`config.mk`:
```
export PLATFORM = sky130hd
export DESIGN_NAME = clic_gateway
export DESIGN_NICKNAME = d
export VERILOG_FILES = /design/src/rtl/clic_gateway.sv
export SDC_FILE = /design/constraint.sdc
export NUM_CORES = 1
export LEC_CHECK = 0
export BUFFER_PORTS_ARGS = -buffer_cell sky130_fd_sc_hd__clkbuf_2
export CAP_MARGIN = 15
export CORE_ASPECT_RATIO = 1.5
export CORE_UTILIZATION = 48
export CTS_BUF_LIST = sky130_fd_sc_hd__clkbuf_8 sky130_fd_sc_hd__clkbuf_16
export CTS_CLUSTER_DIAMETER = 50
export DETAILED_ROUTE_END_ITERATION = 6
export PLACE_DENSITY = 0.76
export SLEW_MARGIN = 20
export SYNTH_ARGS = -nofsm -noshare
export SYNTH_HDL_FRONTEND = slang
export SYNTH_SLANG_ARGS = --single-unit
```
`constraint.sdc`:
```
create_clock -name clk_i -period 1.41 [get_ports clk_i]
set_input_delay 0.0705 -clock clk_i [delete_from_list [all_inputs] [get_ports clk_i]]
set_output_delay 0.0705 -clock clk_i [all_outputs]
set_load 0.01 [all_outputs]
```
`src/rtl/clic_gateway.sv`:
```
// CLIC per-source interrupt gateway: synchroniser, edge/level trigger handling,
// pending latch with ack/software clear, sticky lost-edge flag and warm-up gating.

module clic_gw_lane #(
    parameter int SYNC_STAGES = 2
) (
    input  logic       clk_i,
    input  logic       rst_ni,
    input  logic       src_i,
    input  logic [1:0] trig_i,
    input  logic       sw_we_i,
    input  logic       sw_i,
    input  logic       ack_hit_i,
    input  logic       ovf_clr_i,
    input  logic       ready_i,
    output logic       ip_o,
    output logic       ovf_o
);
    logic       s, prev;
    logic [1:0] trig_q;
    logic       lvl, edge_hit, clr, ip_d, ovf_d;

    generate
        if (SYNC_STAGES == 0) begin : g_bypass
            assign s = src_i;
        end else begin : g_sync
            logic [SYNC_STAGES-1:0] sync_q;
            always_ff @(posedge clk_i or negedge rst_ni) begin
                if (!rst_ni) begin
                    sync_q <= '0;
                end else begin
                    sync_q[0] <= src_i;
                    for (int k = 1; k < SYNC_STAGES; k++) sync_q[k] <= sync_q[k-1];
                end
            end
            assign s = sync_q[SYNC_STAGES-1];
        end
    endgenerate

    always_comb begin
        lvl      = s ^ trig_i[1];
        edge_hit = trig_i[1] ? (~s & prev) : (s & ~prev);
        clr      = ack_hit_i | (sw_we_i & ~sw_i);
        ip_d     = ip_o;
        ovf_d    = ovf_o;
        if (!ready_i) begin
            ip_d  = 1'b0;
            ovf_d = 1'b0;
        end else if (trig_i != trig_q) begin
            // a trigger reconfiguration drops any pending state left over from the old mode
            ip_d = 1'b0;
        end else begin
            if (!trig_i[0])     ip_d = lvl;
            else if (edge_hit)  ip_d = 1'b1;
            else if (ack_hit_i) ip_d = sw_we_i & sw_i;
            else if (sw_we_i)   ip_d = sw_i;
            if (trig_i[0] && edge_hit && ip_o && !clr) ovf_d = 1'b1;
            else if (ovf_clr_i)                        ovf_d = 1'b0;
        end
    end

    always_ff @(posedge clk_i or negedge rst_ni) begin
        if (!rst_ni) begin
            prev   <= 1'b0;
            trig_q <= 2'b00;
            ip_o   <= 1'b0;
            ovf_o  <= 1'b0;
        end else begin
            prev   <= s;
            trig_q <= trig_i;
            ip_o   <= ip_d;
            ovf_o  <= ovf_d;
        end
    end
endmodule

module clic_gateway #(
    parameter int N_SOURCE    = 32,
    parameter int SYNC_STAGES = 2,
    localparam int ID_W       = (N_SOURCE > 1) ? $clog2(N_SOURCE) : 1
) (
    input  logic                  clk_i,
    input  logic                  rst_ni,
    input  logic [N_SOURCE-1:0]   irq_src_i,
    input  logic [2*N_SOURCE-1:0] trig_i,
    input  logic [N_SOURCE-1:0]   ip_sw_we_i,
    input  logic [N_SOURCE-1:0]   ip_sw_i,
    input  logic                  ack_valid_i,
    input  logic [ID_W-1:0]       ack_id_i,
    input  logic [N_SOURCE-1:0]   ovf_clr_i,
    output logic [N_SOURCE-1:0]   ip_o,
    output logic [N_SOURCE-1:0]   ovf_o,
    output logic                  ready_o
);
    localparam int CNT_W = $clog2(SYNC_STAGES + 2);
    localparam logic [CNT_W-1:0] READY_CNT = CNT_W'(SYNC_STAGES + 1);

    logic [CNT_W-1:0]    warm_cnt;
    logic [N_SOURCE-1:0] ack_hit;

    // warm-up covers the synchroniser fill plus one cycle for prev to settle
    always_ff @(posedge clk_i or negedge rst_ni) begin
        if (!rst_ni)       warm_cnt <= '0;
        else if (!ready_o) warm_cnt <= warm_cnt + 1'b1;
    end
    assign ready_o = (warm_cnt == READY_CNT);

    generate
        for (genvar i = 0; i < N_SOURCE; i++) begin : g_ack
            assign ack_hit[i] = ack_valid_i && (32'(ack_id_i) == 32'(i));
        end
    endgenerate

    clic_gw_lane #(.SYNC_STAGES(SYNC_STAGES)) u_lane [N_SOURCE-1:0] (
        .clk_i     (clk_i),
        .rst_ni    (rst_ni),
        .src_i     (irq_src_i),
        .trig_i    (trig_i),
        .sw_we_i   (ip_sw_we_i),
        .sw_i      (ip_sw_i),
        .ack_hit_i (ack_hit),
        .ovf_clr_i (ovf_clr_i),
        .ready_i   (ready_o),
        .ip_o      (ip_o),
        .ovf_o     (ovf_o)
    );
endmodule

```
* Word-level counts from Yosys, hierarchy flattened
Cells that the tools add are included.
** Cells by class
- $add $sub $neg :: 1
- Multipliers :: 0
- Divide/modulo/power cells :: 0
- Order comparisons :: 0
- Equality and inequality tests :: 160
- Shift-type cells :: 0
- Multiplexer cells :: 352
- Bitwise gates (word level) :: 288
- Reductions and logical operators :: 193
** Operator list (count)
- 2-to-1 mux 1 bit :: 352
- != test 6 x 3 -> 1 bit, second input constant :: 31
- bitwise AND 1 bit :: 128
- logical AND 1 bit :: 128
- NOT 1 bit :: 96
- != test 3 x 2 -> 1 bit, second input constant :: 31
- equality test 5 bit, second input constant :: 16
- != test 2 bit :: 32
- != test 2 bit, second input constant :: 32
- AND reduction 2 bit :: 32
- equality test 5 x 4 -> 1 bit, second input constant :: 8
- logical NOT 1 bit :: 32
- OR 1 bit :: 32
- bitwise XOR 1 bit :: 32
- equality test 5 x 3 -> 1 bit, second input constant :: 4
- equality test 5 x 2 -> 1 bit, second input constant :: 2
- != test 6 x 5 -> 1 bit, second input constant :: 1
- equality test 5 x 1 -> 1 bit, second input constant :: 1
- logical NOT 5 bit :: 1
- != test 3 bit, second input constant :: 1
- adder 2 x 1 -> 2 bit, second input constant :: 1
- equality test 2 bit, second input constant :: 1
** Storage, ports and cells
- Register bits after elaboration :: 226
- Latch bits :: 0
- RAM bits :: 0
- Memory bits (read-only) :: 0
- Input port bits :: 200
- Output and inout bits :: 65
- Logic and storage cells :: 1155
- Memories kept :: 0

* Logic depth before layout (Yosys ltp)
Gate-level depths: netlist (run 1).
- Depth after elaboration :: 9
- Gate-level depth with buffers :: 7
- Depth with buffers taken out :: 5

* Hierarchy
From an unflattened synthesis (run 1), not the netlist that was laid out.
** Unflattened totals
- Cells, all modules :: 852
- Area, all modules :: 9922.0 um2
** Modules (own cells, without submodules)
- clic_gw_lane :: instances 32, cells an instance 25, area an instance 300.3 um2, seq. area each 175.2 um2
- clic_gateway :: instances 1, cells an instance 52, area an instance 312.8 um2, seq. area each 50.0 um2

* Least setup slack after synthesis (run 1)
Ideal clock, no wire load.
- Kind :: register to register
- Start point :: reg warm_cnt[0]
- End point :: reg u_lane[1].ip_o
- Setup time :: 0.077 ns
- Arrival :: 1.405 ns
- Data required time :: 1.333 ns
- Path slack :: -0.072 ns
- Stages on the path, launching flop included :: 7
- Path buffers :: 3
- Period minus slack after synthesis :: 1.482 ns
- Cell sequence :: dfrtp_1 ha_1 buf_2 buf_2 clkbuf_1 nand3_1 a21oi_1
** On the way
- Cells in the longest elaborated chain, start to end :: 2
- Elaborated cells on any way between the ends :: 3
- Those cells by class :: eq/ne (2); mux (1)
** Ends and longest elaborated chain
- start: declaration :: RTL line 98 : logic [CNT_W-1:0] warm_cnt;
- start signal: assignment :: RTL line 104 : else if (!ready_o) warm_cnt <= warm_cnt + 1'b1;
- equality test 2 bit (*) :: RTL line 106 : assign ready_o = (warm_cnt == READY_CNT);
- named net ready_o :: RTL line 93 : output logic ready_o
- != test 6 x 3 -> 1 bit (no line) / 2-to-1 mux 1 bit (equally long branches)
- end signal: assignment :: RTL line 71 : ip_o <= ip_d;
- end: declaration :: RTL line 16 : output logic ip_o,
Mark *: on every way through the listed nets, which the timed path passes. The rest lies on a longest branch.
A chain may end at the register's enable or synchronous reset.

* Final worst setup path (run 1)
- Start point :: reg warm_cnt[0]
- End point :: reg u_lane[18].ovf_o
** On the way
- Cells in the longest elaborated chain, start to end :: 3
- Elaborated cells on any way between the ends :: 5
- Those cells by class :: eq/ne (3); mux (1); reduce/logical (1)
** Ends and longest elaborated chain
- equality test 2 bit (*) :: RTL line 106
- != test 3 x 2 -> 1 bit (no line) / != test 2 bit (equally long branches)
- AND reduction 2 bit (no line)
- end signal: assignment :: RTL line 72 : ovf_o <= ovf_d;
- end: declaration :: RTL line 17 : output logic ovf_o
Mark *: on every way between the ends. The rest lies on a longest branch, timed or not.

==> results.yml, run 1 <==
sta:
  fmax_mhz: 668
  period_needed_ps: 1500
  fin_ws_ps: -87.5
  worst_pin_slew_ps: 542
  maxSlewHeadroom: 0.635
  report.final.slew_viol_count: 0
  period_share: 1.06
  rsz0062_at_grt: "true"
  skew_ps: 9.03
  setup_viol: 10
  hold-worst-slack_ps: 43.6
  finalHoldViolations: 0
clock_tree:
  clock-sinks: 226
  ctsLongestPathBuffers: 3
  clock_latency_ps: 510
  cts_max_level: 1
  tritoncts: "yes"
  numCtsBuffers: 22
  cts_root_buffer: "clkbuf_16"
  clk_pin_slew_ps: 60
floorplan:
  ios: 265
  die_w_um: 122
  initial_core_util: 0.494
  fp.coreArea_um2: 21100
  die-area_um2: 22400
  fp-row-count: 65
  fp.dieH_um: 183
logic_synthesis:
  synthDominantCellAreaShare: 0.542
  async_flop_share: 1.00
  netlist_area_um2: 10400
  synth_commonest_cells: "dfrtp_1, nand2_1, nand3_1, xor2_1, buf_4"
  synth_top_cell_by_area: "dfrtp_1"
  yosysMostFrequentCell: "dfrtp_1"
  synth_nets: 1174
  synthTopCellsByArea: "dfrtp_1, xor2_1, xnor2_1"
  avgSynthCellArea_um2: 10.7
  syn_inst: 973
  synth-edff-count: 0
  ys_seq_area_frac: 0.542
  ys_types: 46
  yosysWarnings: 0
  synth_ff_type: "dfrtp_1"
  ys_seq_elements: 226
flow_run:
  drv_cap: 0
pwr:
  clock_power_share: 0.391
  pwr-share-seq: 0.456
  ir_drop_v: 0.000841
  power_frac_comb: 0.154
  p_leak_uw: 0.00720
  p_switching_uw: 4070
  power.density_nw_per_um2: 1030
  p_total_uw: 15600
  p_int_uw: 11600
  swShare: 0.260
setup_path:
  r2r_start: "warm_cnt[0]"
  worstSetupStartpointType: "register"
  r2r_end: "u_lane[18].ovf_o"
  crit_path_start: "warm_cnt[0]"
  cp_max_fo: 6
  worst-path-stages: 6
  critPathSlowestCell: "dfrtp_1"
  path_class: "register to register"
  reg2regPathDepth: 6
  path_common_cell: "o21ai_0"
  r2r_slack_ps: -90
  timing.critical_path.to: "u_lane[18].ovf_o"
  path_cells: "ha_4 > buf_12 > nand4_1 > a221oi_2 > o21ai_0 > o21ai_0"
  crit_family: "compound AO/OA/AOI/OAI gates"
  cp-end-kind: "register"
  worst-path-buf-inv: 1
  cp_data_required_time_ps: 1810
  arrival_ps: 1900
  crit_path_max_incr_delay_ps: 390
grt:
  grt_overflow: 0
  grt_start_max_net_pins: 49
  grt_pass1_vias: 9980
  grt_pass1_wl_um: 49200
  grtUsageTotal: 0.285
  antenna_found_initial: 4
hold_path:
  hold_path.class: "input port to asynchronous set/reset pin"
cells_and_area:
  syn_to_final_growth_pct: 45.4
  layout-drive-gt1-share: 0.307
  final_util: 0.718
  layoutNonFillerInstCount: 1695
  nets: 1608
outcome:
  status: "complete, but fails checks"
  violations: "negative setup slack"
detailed_routing:
  vias: 9465
  drt_iter0_drc: 475
  viasPerCell: 5.58
  drc: 0
  wire_per_inst_um: 19.8
  ant_nets: 0
  postRouteWirelength_um: 33500
  drt_pre_antenna_iters: 6
placement:
  placed_cells: 1435
  io_buffers: 264
  post-dp-hpwl_um: 19000
  gp_congestion: 0.827
## state kept, by name, summed over array words and instances, names as in the netlist
signal,count
u_lane.g_sync.sync_q,64
u_lane.ip_o,32
u_lane.ovf_o,32
u_lane.prev,32
u_lane.trig_q,64
warm_cnt,2
## power by group through the flow
stage	Sequential [uW]	Clock, uW	Combinational, uW
detailed placement	7210	0	1730
finish	7120	6100	2400
floorplan	7140	0	1050
global route	7150	6410	2600
global placement	7190	0	1700
CTS	7090	6180	2190
## stage by stage
| step | setup slack [ps] | cell area [um2] | TNS [ps] |
|---|---|---|---|
| floorplan | 11.4 | 10500 | 0 |
| global placement | 2.81 | 11800 | 0 |
| detailed placement | -36.2 | 11800 | -98.3 |
| CTS | -63.9 | 14700 | -331 |
| global route | -207 | 15200 | -1970 |
| finish | -87.5 | 15200 | -267 |
## cells in the final DEF, fill, tap and decap left out, drive strengths merged, types with 5 or more instances in the layout
cell type,n
inv,53
or4b,5
o2111ai,8
nand2,117
o21a,6
clkinv,7
nor2b,6
dlygate4sd3,193
dfrtp,226
a21boi,14
buf,47
nor3b,5
a32o,5
nand3,78
mux2,7
diode,5
a221oi,9
nand4,30
nor3,5
o41ai,20
nor2,6
a21oi,50
xnor2,59
xor2,66
nand4b,26
o21ai,29
nor4b,8
clkbuf,293
and4b,7
## worst min-delay path by stage
stage,cells past startpoint,slack [ps],end,startpoint
after floorplan,0,-230,u_lane[0].g_sync.sync_q[0],rst_ni
after detailed placement,1,-20,u_lane[10].g_sync.sync_q[1],rst_ni
final,2,40,u_lane[23].g_sync.sync_q[0],rst_ni
after global routing,2,70,u_lane[23].g_sync.sync_q[0],rst_ni
after CTS,2,60,u_lane[26].prev,rst_ni
after global placement,1,-20,u_lane[10].trig_q[1],rst_ni
## layer usage
| layer | track usage | wire, um | vias up |
|---|---|---|---|
| li1 | - | - | 4224 |
| met1 | 0.307 | 11500 | 4556 |
| met4 | 0.187 | 2410 | 0 |
| met2 | 0.500 | 17300 | 494 |
| met5 | 0 | 0 | - |
| met3 | 0.0522 | 2270 | 191 |
## cell type report
| type | instances | area, um2 |
|---|---|---|
| Inverter | 51 | 191 |
| Tap cell | 268 | 335 |
| Clock inverter | 12 | 118 |
| Fill cell | 1396 | 5970 |
| Timing Repair Buffer | 509 | 3940 |
| Antenna cell | 5 | 12.5 |
| Sequential cell | 226 | 5660 |
| Multi-Input combinational cell | 597 | 4300 |
| Clock buffer | 27 | 631 |
## worst reg2reg max path: cells and delay by family (launching register included)
kind                     cells  cell delay, ps
adder cells (fa/ha/maj)      1             220
AND/OR/NAND/NOR              1             130
AO/OA/AOI/OAI                3             520
buffers and inverters        1             140
flip-flops                   1             390
## cells by family (layout without fill, tap and decap cells)
logic type | count (synthesis) | count (layout) | share of synthesized area
xor gates and xnor gates | 125 | 125 | 0.105
DFF | 226 | 226 | 0.542
muxes | 11 | 11 | 0.0114
adders and majority gates | 1 | 1 | 0.00120
AOI/OAI and AO/OA | 153 | 153 | 0.0999
and+or+nand+nor | 307 | 307 | 0.163
buffers and inverters | 150 | 599 | 0.0784
other | 0 | 5 | 0
## what timing repair did
action,4_1_cts,5_1_grt
resized for setup,15,91
cloned,3,4
endpoints found under the setup margin,11,61
endpoints found under the hold margin,383,0
pin swaps,4,57
hold buffers,193,0
buffers inserted,7,9
Note: power is estimated with default switching activity, not from simulation.
==> run 2, diff against run 1 <==
Settings changed: PLACE_DENSITY 0.76 to 0.77, SYNTH_HIERARCHICAL set to 1.
==> results.yml, run 2 <==
detailed_routing:
  ant_nets: 0
  drt_iter0_drc: 403
  viasPerCell: 5.50
  vias: 9005
  drt_pre_antenna_iters: 7
  drc: 0
  wire_per_inst_um: 18.7
  postRouteWirelength_um: 30600
cells_and_area:
  fill_cells: 1285
  final_util: 0.731
  final_common_cell: "clkbuf_2"
  fin_area_um2: 14900
  layout-drive-gt1-share: 0.326
  top_regs: "u_lane/g_sync.sync_q x64, u_lane/trig_q x64"
  nets: 1556
  syn_to_final_growth_pct: 49.9
  most-common-layout-cells: "clkbuf_2, dfrtp_1, dlygate4sd3_1, xor2_1, inv_1"
logic_synthesis:
  avgSynthCellArea_um2: 11.6
  synth_nets: 1053
  syn_inst: 852
  yosysWarnings: 6
  synth_ff_type: "dfrtp_1"
  async_flop_share: 1.00
  synthDominantCellAreaShare: 0.570
  netlist_area_um2: 9920
  synth_commonest_cells: "dfrtp_1, inv_1, xor2_1, nor3b_1"
  ys_seq_area_frac: 0.570
  synth-edff-count: 0
  ys_seq_elements: 226
  synthTopCellsByArea: "dfrtp_1, xor2_1, nor3b_1"
  yosysMostFrequentCell: "dfrtp_1"
  synth_top_cell_by_area: "dfrtp_1"
  ys_types: 26
grt:
  grtUsageTotal: 0.275
  grt_pass1_vias: 9508
  grt_start_max_net_pins: 50
  grt_pass1_wl_um: 46100
  antenna_found_initial: 2
  grt_overflow: 0
placement:
  post-dp-hpwl_um: 17900
  postPlaceCellArea_um2: 11900
  gp_congestion: 0.845
  io_buffers: 264
pwr:
  p_total_uw: 15100
  p_switching_uw: 3860
  power.density_nw_per_um2: 1020
  ir_drop_v: 0.00133
  power_frac_comb: 0.157
  pwr-share-seq: 0.469
  p_leak_uw: 0.00725
  clock_power_share: 0.374
  p_int_uw: 11300
  swShare: 0.256
floorplan:
  fp.dieH_um: 178
  die_w_um: 119
  ios: 265
  fp-row-count: 64
  initial_core_util: 0.488
  die-area_um2: 21300
  fp.coreArea_um2: 20300
clock_tree:
  cts_max_level: 1
  tritoncts: "yes"
  ctsLongestPathBuffers: 3
  numCtsBuffers: 22
  clk_pin_slew_ps: 60
  cts_root_buffer: "clkbuf_16"
  clock_latency_ps: 500
  clock-sinks: 226
setup_path:
  path_class: "register to register"
  arrival_ps: 1900
  cp_max_fo: 7
  reg2regPathDepth: 6
  cp-end-kind: "register"
  cp_data_required_time_ps: 1810
  worstSetupStartpointType: "register"
sta:
  skew_ps: 8.23
  maxSlewHeadroom: 0.631
  setup_tns_ps: -260
  setup_viol: 7
  fin_ws_ps: -86.3
  rsz0062_at_grt: "true"
  period_share: 1.06
  hold-worst-slack_ps: 44.4
  worst_pin_slew_ps: 546
  fmax_mhz: 668
  report.final.slew_viol_count: 0
  period_needed_ps: 1500
  finalHoldViolations: 0
flow_run:
  drv_cap: 0
hold_path:
  hold_path.class: "input port to register"
  worst_hold_path.num_cells: 4
outcome:
  violations: "negative setup slack"
  status: "complete, but fails checks"
run 2: final cells by class:
class,instances,area (um2),area share
timing repair buffer,482,3580,0.241
tap,264,330,0.0222
clock inverter,11,56.3,0.00379
multi-input combinational,527,4240,0.285
sequential,226,5660,0.380
antenna,3,7.51,0.000505
clock buffer,28,644,0.0433
inverter,96,360,0.0242
run 2: worst paths after layout:
check | from | to | slack, ps
min in group asynchronous | rst_ni | u_lane[21]/ovf_o | 50
hold / removal | ip_sw_we_i[26] | u_lane[26]/ovf_o | 40
hold reg to reg | u_lane[30]/g_sync.sync_q[0] | u_lane[30]/g_sync.sync_q[1] | 350
setup reg to reg | warm_cnt[0] | u_lane[28]/ovf_o | -90
max in group asynchronous | rst_ni | u_lane[24]/trig_q[0] | 740
setup / recovery | warm_cnt[0] | u_lane[28]/ovf_o | -90
run 2: logic make-up (layout without fill, tap and decap cells):
kind of cell / Yosys count / count (layout) / share of synthesized area
and+or+nand+nor: 204 / 204 / 0.143
xor gates and xnor gates: 97 / 97 / 0.0856
other: 0 / 3 / 0
AOI/OAI and AO/OA: 224 / 224 / 0.161
DFF: 226 / 226 / 0.570
adders and majority gates: 1 / 1 / 0.00126
muxes: 1 / 1 / 0.00113
buffers and inverters: 99 / 617 / 0.0375
run 2: critical path, cell delays in order, from the launching register on:
cell     delay, ps
dfrtp_1        390
ha_4           240
buf_12         150
buf_12         110
inv_2           30
or2_4          240
o31ai_4        240
run 2: repair_timing:
item                                    4_1_cts  5_1_grt
gates resized for setup                      17      100
buffers inserted                              6        2
endpoints found under the hold margin       386        0
pin swaps                                    18       14
endpoints found under the setup margin       24       62
cloned                                        1        1
hold buffers                                180        0
run 2: per-stage QoR:
stage | setup WS, ps | instances
floorplan | 3.59 | 852
global placement | -107 | 1405
detailed placement | -165 | 1405
CTS | -92.1 | 1631
global route | -150 | 1636
finish | -86.3 | 1637
run 2: power by group through the flow:
stage	sequential (uW)	combinational (uW)	clock [uW]
after floorplan	7190	724	0
after global placement	7170	1650	0
after detailed placement	7190	1690	0
after CTS	7070	2130	5780
after global routing	7120	2550	6030
final	7090	2370	5660
run 2: routing by layer:
layer	global-route usage	wire length [um]	vias up
li1	-	-	4055
met1	0.304	11100	4442
met2	0.501	16400	390
met3	0.0486	1650	118
met4	0.143	1430	0
met5	0	0	-
